## src/rtl/fifo_tx_scheduler.sv

```systemverilog
// Pops words from a first-word-fall-through FIFO and hands them to a transmitter
// in bursts of up to BURST_MAX words, with a forced gap and a per-word watchdog.
module fifo_tx_scheduler #(
   parameter int NB_WORD        = 8,
   parameter int BURST_MAX      = 4,
   parameter int GAP_CYCLES     = 2,
   parameter int TIMEOUT_CYCLES = 1024
) (
   input  logic               i_clk,
   input  logic               i_rst,
   input  logic               i_enable,
   input  logic               i_fifo_empty,
   input  logic [NB_WORD-1:0] i_fifo_data,
   output logic               o_fifo_read,
   output logic [NB_WORD-1:0] o_tx_data,
   output logic               o_tx_start,
   input  logic               i_tx_done,
   output logic               o_busy,
   output logic               o_timeout,
   output logic [15:0]        o_sent_count
);

   localparam int BW = $clog2(BURST_MAX + 1);
   localparam int GW = $clog2(GAP_CYCLES + 1);
   localparam int WW = $clog2(TIMEOUT_CYCLES);

   typedef enum logic [2:0] {IDLE, POP, START, BUSY, GAP} state_t;

   state_t          state, state_nxt;
   logic [BW-1:0]   burst_cnt;
   logic [GW-1:0]   gap_cnt;
   logic [WW-1:0]   wd_cnt;
   logic            done_acc;
   logic            wd_exp;
   logic            burst_more;
   logic            gap_last;

   // A done strobe on the expiry cycle takes precedence over the watchdog.
   assign done_acc   = (state == BUSY) && i_tx_done;
   assign wd_exp     = (state == BUSY) && !i_tx_done && (wd_cnt == WW'(TIMEOUT_CYCLES - 1));
   assign burst_more = (32'(burst_cnt) + 32'd1) < 32'(BURST_MAX);
   assign gap_last   = (gap_cnt == GW'(GAP_CYCLES - 1));

   assign o_fifo_read = (state == POP);
   assign o_tx_start  = (state == START);
   assign o_busy      = (state != IDLE);

   always_ff @(posedge i_clk or negedge i_rst) begin
      if (!i_rst) state <= IDLE;
      else        state <= state_nxt;
   end

   always_comb begin
      state_nxt = state;
      case (state)
         IDLE:  if (i_enable && !i_fifo_empty) state_nxt = POP;
         POP:   state_nxt = START;
         START: state_nxt = BUSY;
         BUSY: begin
            if (done_acc)
               state_nxt = (burst_more && !i_fifo_empty && i_enable) ? POP : GAP;
            else if (wd_exp)
               state_nxt = GAP;
         end
         GAP:   if (gap_last) state_nxt = IDLE;
         default: state_nxt = IDLE;
      endcase
   end

   // Watchdog and gap counters sit at zero outside their state, so they never wrap.
   always_ff @(posedge i_clk or negedge i_rst) begin
      if (!i_rst) begin
         o_tx_data    <= '0;
         o_sent_count <= '0;
         o_timeout    <= 1'b0;
         burst_cnt    <= '0;
         gap_cnt      <= '0;
         wd_cnt       <= '0;
      end else begin
         o_timeout <= wd_exp;
         if (state == POP) o_tx_data <= i_fifo_data;
         if (done_acc) begin
            o_sent_count <= o_sent_count + 16'd1;
            burst_cnt    <= burst_cnt + 1'b1;
         end else if (state == GAP) begin
            burst_cnt <= '0;
         end
         wd_cnt  <= (state == BUSY && state_nxt == BUSY) ? wd_cnt + 1'b1 : '0;
         gap_cnt <= (state == GAP && state_nxt == GAP) ? gap_cnt + 1'b1 : '0;
      end
   end

endmodule

```

## config.mk

```make
export PLATFORM = sky130hd
export DESIGN_NAME = fifo_tx_scheduler
export DESIGN_NICKNAME = d
export VERILOG_FILES = /design/src/rtl/fifo_tx_scheduler.sv
export SDC_FILE = /design/constraint.sdc
export NUM_CORES = 1
export LEC_CHECK = 0
export CAP_MARGIN = 20
export CORE_UTILIZATION = 45
export CTS_CLUSTER_DIAMETER = 120
export DETAILED_ROUTE_END_ITERATION = 16
export GPL_TIMING_DRIVEN = 1
export PLACE_DENSITY = 0.72
export SLEW_MARGIN = 5
export SYNTH_ARGS = -nofsm -noshare
export SYNTH_HDL_FRONTEND = slang
export SYNTH_SLANG_ARGS = --single-unit
export TNS_END_PERCENT = 50
```

## constraint.sdc

```tcl
create_clock -name i_clk -period 1.8 [get_ports i_clk]
set_input_delay 0.18 -clock i_clk [delete_from_list [all_inputs] [get_ports i_clk]]
set_output_delay 0.18 -clock i_clk [all_outputs]
set_load 0.1 [all_outputs]
```

======== Word level (Yosys, flattened, before mapping) ========
Cells that the tools add are included.
storage, ports and cells
  flip-flop bits (word level) ............. 43
  bits of input ports ..................... 13
  output and inout port bits .............. 28
  word-level logic and storage cells ...... 44
cells by class
  $add $sub $neg .......................... 5
  order comparisons ....................... 1
  eq/ne operators ......................... 8
  mux-type cells .......................... 10
  reductions and logical operators ........ 13
operator list
  operator               number
  $mux 3                 7
  $add 16x1->16 const B  1
  $pmux 3 s5             1
  $add 10x1->10 const B  1
  $eq 10x10->1 const B   1
  $mux 10                1
  $eq 3x2->1 const B     3
  $logic_and 1x1->1      8
  $eq 3x3->1 const B     2
  $add 3x1->4 const B    1
  $lt 4x3->1 const B     1
  $add 3x1->3 const B    1
  $eq 3x1->1 const B     1
  $logic_not 3->1        1
  $reduce_bool 3->1      1
  $add 2x1->2 const B    1
  $eq 2x1->1 const B     1
  $logic_not 1->1        2
  $mux 2                 1
  $reduce_bool 2->1      1

======== Longest topological paths before layout ========
Gate-level depths: netlist of the first run.
  word-level depth ........................ 10
  gate-level depth with buffers ........... 5

======== Worst setup path before layout of the first run ========
Ideal clock, no wire load.
  kind .................................... flip-flop to flip-flop
  from .................................... register state[1]
  to ...................................... register state[1]
  library setup time ...................... 0.076 ns
  data arrival time ....................... 3.181 ns
  path slack .............................. -1.457 ns
  cell stages (with the launch flop) ...... 5
  cell sequence ........................... dfrtp_1 clkbuf_1 nor3b_1 nor2_1 nand2_1
on the way
  elaborated cells between the ends (all ways) .. 13
  classes of those cells .................. eq/ne: 4; mux: 5; reduce/logical: 4
RTL lines
  item                      RTL line  text
  start: declaration        29        state_t state, state_nxt;
  start signal: assignment  50        else state <= state_nxt;
  $eq 3x2->1                n/a
  via o_tx_start            16        output logic o_tx_start,
  $pmux 3 s5                55        case (state)
  via state_nxt[1]          29
The timed path passes the listed nets, and every way through them passes these cells.
A chain may end at the register's enable or synchronous reset.

======== Worst setup path after layout of the first run ========
  from .................................... register state[2]
  to ...................................... output o_busy
on the way
  longest elaborated chain between the ends .. 1
RTL lines
  item               RTL line  text
  $reduce_bool 3->1  46        assign o_busy = (state != IDLE);
  end: declaration   18        output logic o_busy,
No other way between the ends.

==> results by group, run 1 <==
Logic synthesis
  – Most used standard cell by instance count after synthesis: sky130_fd_sc_hd__dfrtp_1
  – Area fraction in compound gates after synthesis: 4.53%
  – Post-synthesis net count: approximately 180
  – Gate Count Post-Synth: about 170
  – Synth unique cells: 37
  – Synth Area in XOR/XNOR: between 10% and 20%
  – Area share of the largest cell type after synthesis: 55.7%
  – Synth warnings: 0
  – Most used flip-flop cell after synthesis: sky130_fd_sc_hd__dfrtp_1
  – Largest cells by area after synthesis: sky130_fd_sc_hd__dfrtp_1 (56%), sky130_fd_sc_hd__xnor2_1 (5.9%), sky130_fd_sc_hd__mux2_2 (4.7%)
  – Dominant combinational cell family by area after synthesis: simple AND/OR/NAND/NOR gates
  – Proportion of register bits with asynchronous set or reset after synthesis: 100%
  – Register area share after synthesis: between 50% and 60%
  – Register bit count reported by yosys: 43
  – Netlist Area Pre-Place: ~0.0019 mm^2
  – Number of flops mapped to enable cells by yosys: 0
  – Syn_area_per_cell: ~12 um^2
  – Post-synthesis share of cell area spent on and, or, nand and nor gates: between 20% and 30%
  – Post-Synth Adder-Cell Area: under 10%
  – Mux cell area share after synthesis: under 10%
  – Top cell types by occurrence after synthesis: sky130_fd_sc_hd__dfrtp_1 (43), sky130_fd_sc_hd__nor2_1 (16), sky130_fd_sc_hd__nand2_1 (15)
  – Library cell with the largest summed area after synthesis: sky130_fd_sc_hd__dfrtp_1

STA
  – Final count of hold timing violations: 0
  – Slew at the pin closest to its max-slew limit: approximately 390 ps
  – Final sum of negative setup slack: 0 ps
  – Remaining max-slew budget at the tightest pin: around three quarters
  – Minimum clock period: between 1500 and 2000 ps
  – Final setup fails: 0
  – Number of pins exceeding their max-slew limit in the final report: 0
  – Post-Route Skew: 8.25 ps
  – Tcrit/Tclk final: 96.1%
  – Fmax achieved: between 500 and 600 MHz
  – Unrepaired setup endpoints after global routing: no

Min path
  – Hold WC Path Type: in -> async

Setup path
  – Critical path class: reg -> out
  – Sort of element at the end of the critical path: output pin
  – Data arrival time of the critical path: approximately 1600 ps
  – Startpoint of the worst-slack reg-to-reg timing path: state[1]
  – Worst R2R End: o_sent_count[13]
  – Crit path required time: between 1500 and 2000 ps
  – Reg-to-reg slack, setup: 230 ps
  – Startpoint Class: flop
  – Top fanout value on the critical path: 7
  – FF-to-FF path depth: 5

Cells and area
  – Area of combinational cells with multiple inputs: approximately 840 um^2
  – Post-layout net count: 232
  – Growth of design area from synthesis to finish: 31.4%
  – Post-route cell area: ~0.0025 mm^2
  – Combined flip-flop and latch cell area: approximately 0.0011 mm^2
  – Fraction of final layout cells sized beyond drive strength 1: 31.5%
  – Fill cell count: 315
  – Antenna fix cells: 0

Clock tree
  – TritonCTS clock tree: yes
  – Max Root-Sink Buffers: 2
  – Clock latency of the later-clocked register in the worst-skew pair: ~300 ps
  – TritonCTS Sinks: 43
  – Htree depth: 2
  – Post-CTS Setup Repair Bufs: 0
  – Clock transition time at the flip-flop clock pins of the worst setup and hold paths: about 80 ps
  – Clock tree root driver cell: sky130_fd_sc_hd__clkbuf_8
  – Number of gates resized after CTS: 0
  – Clock buffer count from CTS: 5
  – Number of hold-repair buffers added at the cts stage: 1

Global route
  – Initial antenna violation count: 0
  – Global-route congestion overflow total: 0
  – First-pass GRT wire length: between 6 and 7 mm
  – GRT Overall Usage: between 10% and 20%
  – Largest net degree at the start of global routing: 44
  – Vias in the first global route: approximately 1400

Floorplan
  – Die outline width: 67.5 um
  – Site row count: 23
  – Initial core utilization: between 40% and 50%
  – Total die area: 0.00456 mm^2
  – Core Footprint: between 0.004 and 0.005 mm^2
  – Number of top-level pins: 41
  – Vertical extent of the die: 67.5 um

Place
  – Post-detailed-placement cell area: 0.00242 mm^2
  – Placer's final routability congestion estimate: 0.760
  – HPWL after DPL: 2.77 mm
  – Quantity of I/O buffers inserted on ports: 40

Route
  – DRT Pass-1 Iters: 4
  – Routed wire per std cell: 14.2 um
  – Wire length after detailed routing: about 3.8 mm
  – Number of vias per cell after detailed routing: 5.31
  – DRT iter0 DRCs: 94
  – ANT nets after route: 0
  – DRC Markers: 0
  – DR vias: 1412

Power and ir drop
  – VDD IR-drop max: around 1100 uV
  – Cell Pwr Density: roughly 1800 mW/mm^2
  – Leakage power: between 0.001 and 0.0015 uW

Run status
  – Result of the run: completed

Flow run
  – # Max-Cap Violations: 0
logic make-up (layout without fill, tap and decap cells):
family,after synthesis,count (layout)
simple gates,69,69
flops,43,43
xor+xnor,23,23
compound gates,13,13
mux,8,8
buf+inv,6,56
fa+ha+maj,4,4
how the worst max path moves through the flow:
stage / slack, ps / end / cells after the start / start
finish: 70 / o_busy / 3 / state[2]
floorplan: -6 / state[1] / 4 / state[1]
global route: 20 / o_busy / 3 / state[2]
CTS: 70 / o_busy / 3 / state[2]
global placement: 100 / o_sent_count[10] / 5 / i_tx_done
detailed placement: 60 / o_sent_count[15] / 6 / i_tx_done
worst max-delay path: stages (launching register included):
cell                      delay [ps]
sky130_fd_sc_hd__dfrtp_1         450
sky130_fd_sc_hd__buf_4           190
sky130_fd_sc_hd__or3_1           430
sky130_fd_sc_hd__buf_12          190
cell usage in the layout, fill, tap and decap left out, types with 2 or more instances in the layout:
cell type / n
sky130_fd_sc_hd__xor2_1: 10
sky130_fd_sc_hd__nand4_1: 6
sky130_fd_sc_hd__xnor2_1: 13
sky130_fd_sc_hd__a21oi_1: 2
sky130_fd_sc_hd__nand3_1: 6
sky130_fd_sc_hd__nor2b_1: 2
sky130_fd_sc_hd__and3_1: 3
sky130_fd_sc_hd__mux2_2: 8
sky130_fd_sc_hd__and2_1: 2
sky130_fd_sc_hd__dfrtp_1: 31
sky130_fd_sc_hd__dfrtp_2: 12
sky130_fd_sc_hd__clkbuf_8: 5
sky130_fd_sc_hd__a221oi_1: 2
sky130_fd_sc_hd__o21ai_0: 3
sky130_fd_sc_hd__nand2_1: 15
sky130_fd_sc_hd__ha_1: 4
sky130_fd_sc_hd__inv_1: 2
sky130_fd_sc_hd__clkdlybuf4s50_1: 11
sky130_fd_sc_hd__buf_12: 4
sky130_fd_sc_hd__nor2_1: 16
sky130_fd_sc_hd__and4_1: 5
sky130_fd_sc_hd__nor3_1: 2
sky130_fd_sc_hd__buf_4: 29
final cells by class:
class	count	share of cell area, %
clock buffers	5	2.71
clock inverters	3	1.72
inverters	2	0.296
multi-input cells	117	33.2
flip-flops and latches	43	43.0
well taps	50	2.46
repair buffers	46	16.7
registers in the layout (all words and copies together) (netlist names):
| signal | cells |
|---|---|
| o_timeout | 1 |
| o_sent_count | 16 |
| gap_cnt | 2 |
| o_tx_data | 8 |
| burst_cnt | 3 |
| state | 3 |
| wd_cnt | 10 |
layer usage:
metal  up-vias  share of wire (%)  track usage, %
li1        682                  -               -
met1       696                 44            23.2
met2        29                 50            31.6
met3         5                4.8            4.05
met4         0                1.5            7.98
met5         -                  0               0
power by group:
part / switching [uW] / internal [uW]
logic: 1740 / 716
clock network: 330 / 413
registers: 229 / 1190
metrics by stage:
step | hold WS [ps] | std cells | setup slack [ps] | total power [uW] | util (%)
final | 381 | 266 | 69.9 | 4620 | 62.6
after floorplan | -116 | 166 | -5.99 | 3270 | -
after detailed placement | 175 | 257 | 61.6 | 3920 | 59.6
after global placement | 171 | 257 | 103 | 3860 | 59.6
after global routing | 409 | 266 | 24.9 | 4860 | 62.6
after CTS | 396 | 266 | 68.7 | 4670 | 62.6
Power figures use the tool's default switching activity.
==> run 2, diff against run 1 <==
- MAX_ROUTING_LAYER: unset -> met4
- SLEW_MARGIN: 5 -> 30
==> results by group, run 2 (synthesis results as in run 1) <==
Cells and area
  – Final instance count without filler cells: 266 (unchanged)
  – Number of flip-flops in the largest register: 16 (unchanged)
  – Post-layout net count: 232 (unchanged)
  – Largest registers: o_sent_count (16), wd_cnt (10), o_tx_data (8)
  – Fraction of final layout cells sized beyond drive strength 1: 31.5% (unchanged)
  – Top register by number of flip-flops: o_sent_count
  – Growth of design area from synthesis to finish: 31.4% (unchanged)
  – Leading cell types in the layout, fill and taps excluded: sky130_fd_sc_hd__dfrtp_1 (31), sky130_fd_sc_hd__buf_4 (29), sky130_fd_sc_hd__nor2_1 (16)
  – Commonest non-fill, non-tap cell in the layout: sky130_fd_sc_hd__dfrtp_1
  – Antenna fix cells: 0 (unchanged)

Global route
  – GRT Overall Usage: 19.4% (+0.56 points)
  – Initial antenna violation count: 0 (unchanged)
  – Grt peak-use layer: met2
  – Vias in the first global route: 1400 (-0.071%)
  – Met3 layer usage reported by global route: 4.05% (unchanged)
  – GRT met1 Usage: 23.2% (unchanged)
  – Met2 Resource Use GR: 31.6% (unchanged)
  – Largest net degree at the start of global routing: 44 (unchanged)
  – First-pass GRT wire length: 6.21 mm (about the same)
  – Global-route congestion overflow total: 0 (unchanged)

Floorplan
  – Site row count: 23 (unchanged)
  – Number of top-level pins: 41 (unchanged)
  – Initial core utilization: 47.6% (unchanged)
  – Total die area: 0.00456 mm^2 (unchanged)
  – Die outline width: 67.5 um (unchanged)
  – Vertical extent of the die: 67.5 um (unchanged)
  – Core Footprint: 0.00406 mm^2 (unchanged)

Setup path
  – FF-to-FF path depth: 5 (unchanged)
  – Startpoint Class: flop
  – Sort of element at the end of the critical path: output pin
  – Stage delay of the slowest cell on the critical path: 450 ps (about the same)
  – Top fanout value on the critical path: 7 (unchanged)
  – Data arrival time of the critical path: 1550 ps (about the same)
  – Critical path class: reg -> out
  – Series of cell instances along the critical path: buf_4 > or3_1 > buf_12
  – Top delay family on crit path: flip-flops
  – Crit path required time: 1620 ps (about the same)
  – Slowest cell on the critical path: sky130_fd_sc_hd__dfrtp_1
  – CP Depth: 3 (unchanged)
  – Number of buffer and inverter instances along the worst setup path: 2 (unchanged)

STA
  – Post-Route Hold Slack: 381 ps (+0.299 ps)
  – Final count of hold timing violations: 0 (unchanged)
  – Final sum of negative setup slack: 0 ps (unchanged)
  – Unrepaired setup endpoints after global routing: no
  – Final worst-path setup slack: 72.1 ps (+2.23 ps)
  – Number of pins exceeding their max-slew limit in the final report: 0 (unchanged)
  – Post-Route Skew: 8.27 ps (+0.0240 ps)
  – Tcrit/Tclk final: 96.0% (-0.12 points)
  – Final setup fails: 0 (unchanged)
  – Remaining max-slew budget at the tightest pin: 73.9% (+0.16 points)
  – Fmax achieved: 579 MHz (+0.13%)
  – Minimum clock period: 1730 ps (-2.23 ps)
  – Slew at the pin closest to its max-slew limit: 391 ps (-2.47 ps)

Clock tree
  – Number of gates resized after CTS: 0 (unchanged)
  – Htree depth: 2 (unchanged)
  – Max Root-Sink Buffers: 2 (unchanged)
  – Number of hold-repair buffers added at the cts stage: 1 (unchanged)
  – Clock transition time at the flip-flop clock pins of the worst setup and hold paths: 80 ps (about the same)
  – Clock latency of the later-clocked register in the worst-skew pair: 300 ps (about the same)
  – Clock tree root driver cell: sky130_fd_sc_hd__clkbuf_8
  – Clock buffer count from CTS: 5 (unchanged)
  – TritonCTS Sinks: 43 (unchanged)
  – Post-CTS Setup Repair Bufs: 0 (unchanged)
  – TritonCTS clock tree: yes

Min path
  – Hold WC Path Type: in -> async

Route
  – Routed wire per std cell: 14.2 um (-0.16%)
  – DR vias: 1408 (-0.28%)
  – Wire length after detailed routing: 3.77 mm (-0.16%)
  – DRC Markers: 0 (unchanged)
  – DRT iter0 DRCs: 92 (-2.1%)
  – Number of vias per cell after detailed routing: 5.29 (-0.28%)
  – DRT Pass-1 Iters: 4 (unchanged)
  – ANT nets after route: 0 (unchanged)

Power and ir drop
  – Cell Pwr Density: 1820 mW/mm^2 (about the same)
  – PnR Total Power: 4620 uW (about the same)
  – VDD IR-drop max: 1070 uV (-0.12%)
  – Leakage power: 0.00115 uW (unchanged)

Place
  – Cell Count Post-Placement: 257 (unchanged)
  – Quantity of I/O buffers inserted on ports: 40 (unchanged)
  – Placer's final routability congestion estimate: 0.770 (+1.3%)
  – HPWL after DPL: 2.77 mm (unchanged)
  – Placement Setup Slack: 61.6 ps (unchanged)

Run status
  – Result of the run: completed

Flow run
  – # Max-Cap Violations: 0 (unchanged)
-- run 2: cell counts in the layout (fill, tap and decap cells not counted) --
No cell type changed its count.
-- run 2: final timing paths --
kind | from | to | slack [ps]
min reg2reg | gap_cnt[0] | gap_cnt[0] | 440
max in group asynchronous | i_rst | o_sent_count[11] | 1210
max | state[2] | o_busy | 70
min in group i_clk | gap_cnt[0] | gap_cnt[0] | 440
min | i_rst | o_sent_count[4] | 380
max reg2reg | state[1] | o_sent_count[13] | 230
-- run 2: worst reg2reg max path, stage by stage (launching register included) --
cell and delay, ps:
sky130_fd_sc_hd__dfrtp_1 580, sky130_fd_sc_hd__nand4b_4 220, sky130_fd_sc_hd__nor3_1 250, sky130_fd_sc_hd__buf_4 160, sky130_fd_sc_hd__nand3_1 100, sky130_fd_sc_hd__xnor2_1 150
-- run 2: final cells by class --
class	count	area (um^2)
Fill cell	315	1520
Sequential cell	43	1090
Multi-Input combinational cell	117	843
Timing Repair Buffer	46	423
Clock buffer	5	68.8
Tap cell	50	62.6
Clock inverter	3	43.8
Inverter	2	7.51
-- run 2: where the power goes --
part,switching [uW],internal (uW),leakage (uW)
combinational,1740,716,0.000538
clock,330,413,0.0000581
sequential,228,1190,0.000548
total,2300,2320,0.00115
-- run 2: per-layer routing --
metal | up-vias | share of wire (%) | routed length (um)
met1 | 693 | 44 | 1650
li1 | 681 | - | -
met2 | 29 | 50 | 1880
met4 | 0 | 1.5 | 58
met5 | - | 0 | 0
met3 | 5 | 5.0 | 188
-- run 2: through the flow --
| stage | cell area [um^2] | utilization, % |
|---|---|---|
| 2_1_floorplan | 1960 | - |
| 3_3_place_gp | 2420 | 59.6 |
| 3_5_place_dp | 2420 | 59.6 |
| 4_1_cts | 2540 | 62.6 |
| 5_1_grt | 2540 | 62.6 |
| 6_report | 2540 | 62.6 |
==> run 3, diff against run 2 <==
- SLEW_MARGIN: 30 -> unset
==> results of run 3 <==
Final layout, timing and power as in run 2 (identical DEF).
==> RTL edit: new RTL, config.mk and constraints of run 1 <==
Put one more register stage on the output `o_sent_count`, with the module's reset. The value now appears one clock later. The other outputs are not delayed to match.
--- a/src/rtl/fifo_tx_scheduler.sv
+++ b/src/rtl/fifo_tx_scheduler.sv
@@ -27,2 +27,4 @@
    typedef enum logic [2:0] {IDLE, POP, START, BUSY, GAP} state_t;
+
+   logic [15:0] o_sent_count_s0;
 
@@ -73,3 +75,3 @@
          o_tx_data    <= '0;
-         o_sent_count <= '0;
+         o_sent_count_s0 <= '0;
          o_timeout    <= 1'b0;
@@ -82,3 +84,3 @@
          if (done_acc) begin
-            o_sent_count <= o_sent_count + 16'd1;
+            o_sent_count_s0 <= o_sent_count_s0 + 16'd1;
             burst_cnt    <= burst_cnt + 1'b1;
@@ -92,2 +94,10 @@
 
+   always_ff @(posedge i_clk or negedge i_rst) begin
+      if (!i_rst) begin
+         o_sent_count <= '0;
+      end else begin
+         o_sent_count <= o_sent_count_s0;
+      end
+   end
+
 endmodule
Behaviour: not the same (Yosys sat finds a counterexample within 10 cycles, from zero or initial values and one cycle with i_rst low).
==> RTL edit against run 1 <==
  * Non-clock buffer count grew 3
  * Worst setup slack gained 7.5 ps
  * Global-route usage shrank 0.76 points
  * Area after synthesis grew 21%
  * Total power grew 23%
  * Sequential cell count grew 16
  * Final cell count grew 16%
  * Clock skew shrank 1.5 ps
  * Register-to-register slack lost 50 ps
  * Routed wire length grew 8.5%
  * Critical path depth is the same
  * Hold slack lost 32 ps
  * Design area grew 21%
  * Largest cell class unchanged
  * Highest routed layer unchanged
==> RTL edit: results (changes against run 1) <==
- Total of hold buffers inserted after clock tree synthesis: 1 (unchanged)
- Final cell count without fillers: 308 (+16%)
- Worst flop-to-flop path endpoint: o_sent_count_s0[11]
- Initial DRC count: 35 (-63%)
- Final routed wirelength across all metal layers: 4099 µm (+8.5%)
- Worst-case clock buffer depth: 2 (unchanged)
- Wire length of the first global-routing pass: 7086 µm (+14%)
- Share of final-layout standard cells stronger than drive strength 1: 28.22% (-3.3 points)
- Clk pin slew, worst setup/hold paths: 60 ps (-20 ps)
- Number of gates resized after CTS: 1 (+1)
- Maximum fanout along the worst path: 7 (unchanged)
- Cell at the slowest stage of the critical path: sky130_fd_sc_hd__dfrtp_2
- Transition time at the pin with the least slew margin: 462.5 ps (+68.62 ps)
- Post-placement worst setup slack: 13.38 ps (-48.24 ps)
- Fill cell instance count of the final layout: 375 (+19%)
- Post-detailed-placement half-perimeter wirelength: 2847 µm (+2.8%)
- Met1 layer wirelength in the final routing: 1926 µm (+16%)
- Final Cell Area: 3084 µm² (+21%)
- H-tree levels: 3 (+1)
- Avg Inst Size Synth: 12.82 µm² (+10%)
- Cells taking the most area after synthesis: sky130_fd_sc_hd__dfrtp_1 63%, sky130_fd_sc_hd__xnor2_1 4.9%, sky130_fd_sc_hd__mux2_2 3.9%, sky130_fd_sc_hd__xor2_1 3.8%, sky130_fd_sc_hd__nor2_1 2.6%
- Met2 layer usage reported by global route: 29.19% (-2.4 points)
- Worst-skew pair later-pin latency: 330 ps (+30 ps)
- Post-layout min period: 1723 ps (-7.471 ps)
- Grt met3 use: 4.607% (+0.55 points)
- Drt first pass iters: 2 (-2)
- Total met2 wirelength after detailed routing: 1899 µm (+0.90%)
- Largest net degree at the start of global routing: 42 (-4.5%)
- Sequential fraction of the synthesis area: 63.27% (+7.6 points)
- Run status: complete, no violations
- Net count after synthesis: 199 (+8.7%)
- Total placed instance area: 2846 µm² (+18%)
- Top Registers: o_sent_count x16, o_sent_count_s0 x16, wd_cnt x10
- Synth cell count leaders: 59 x sky130_fd_sc_hd__dfrtp_1, 16 x sky130_fd_sc_hd__nor2_1, 15 x sky130_fd_sc_hd__nand2_1, 13 x sky130_fd_sc_hd__xnor2_1, 10 x sky130_fd_sc_hd__xor2_1
- Vias post-DR: 1530 (+8.4%)
- Detailed-routed wire length on met3: 169 µm (-6.6%)
- Number of CTS-inserted buffers: 9 (+4)
- Overall fraction of global-route tracks in use: 18.04% (-0.76 points)
- Setup Skew: 6.776 ps (-1.471 ps)
- Met1 Resource Use GR: 21.17% (-2.0 points)
- Maximum vdd drop: 1.855 mV (+73%)
- Nets: 255 (+9.9%)
- Worst Reg-to-Reg Cells: 5 (unchanged)
- Leakage dissipation: 1.447 nW (+26%)
- Placed insts: 293 (+14%)
- Slack of the worst reg-to-reg path: 180 ps (-50 ps)
- RD Place Congestion: 0.7778 (+2.4%)
## RTL edit: changes by cell type after synthesis
cell and change:
sky130_fd_sc_hd__dfrtp_1 +16
## RTL edit: cell families after synthesis
group | Yosys count | share of synthesized area, %
multiplexers | 8 | 3.861
XOR/XNOR | 23 | 8.633
AO/OA/AOI/OAI | 13 | 3.754
adder cells (fa/ha/maj) | 4 | 2.145
flip-flops | 59 | 63.27
AND/OR/NAND/NOR | 69 | 17.27
buffers and inverters | 6 | 1.073
## RTL edit: report_power, final
part / total [mW] / internal, mW / leakage, nW / switching, mW
Combinational: 2.50 / 0.768 / 0.556 / 1.73
Clock: 1.31 / 0.840 / 0.109 / 0.473
Sequential: 1.85 / 1.59 / 0.782 / 0.255
## RTL edit: worst min path at each step
stage,start,endpoint,slack [ps],depth (start not counted)
floorplan,i_rst,burst_cnt[0],-120,0
global placement,i_rst,o_sent_count[5],150,1
detailed placement,i_rst,o_sent_count[5],150,1
CTS,i_rst,o_sent_count_s0[1],330,2
global route,i_rst,o_sent_count[5],380,2
finish,i_rst,o_sent_count[4],350,2
## RTL edit: worst register-to-register path, cell delays in order, from the launching register on
cell,delay [ps]
sky130_fd_sc_hd__dfrtp_1,560
sky130_fd_sc_hd__nand4b_4,220
sky130_fd_sc_hd__nor3_1,290
sky130_fd_sc_hd__buf_4,170
sky130_fd_sc_hd__nand4_1,120
sky130_fd_sc_hd__xnor2_1,150
## RTL edit: area by class of cell
class	count	share of cell area, %
flip-flops and latches	59	47.95
multi-input cells	117	27.67
repair buffers	49	14.44
clock buffers	12	5.030
well taps	67	2.718
clock inverters	2	1.947
inverters	2	0.2434
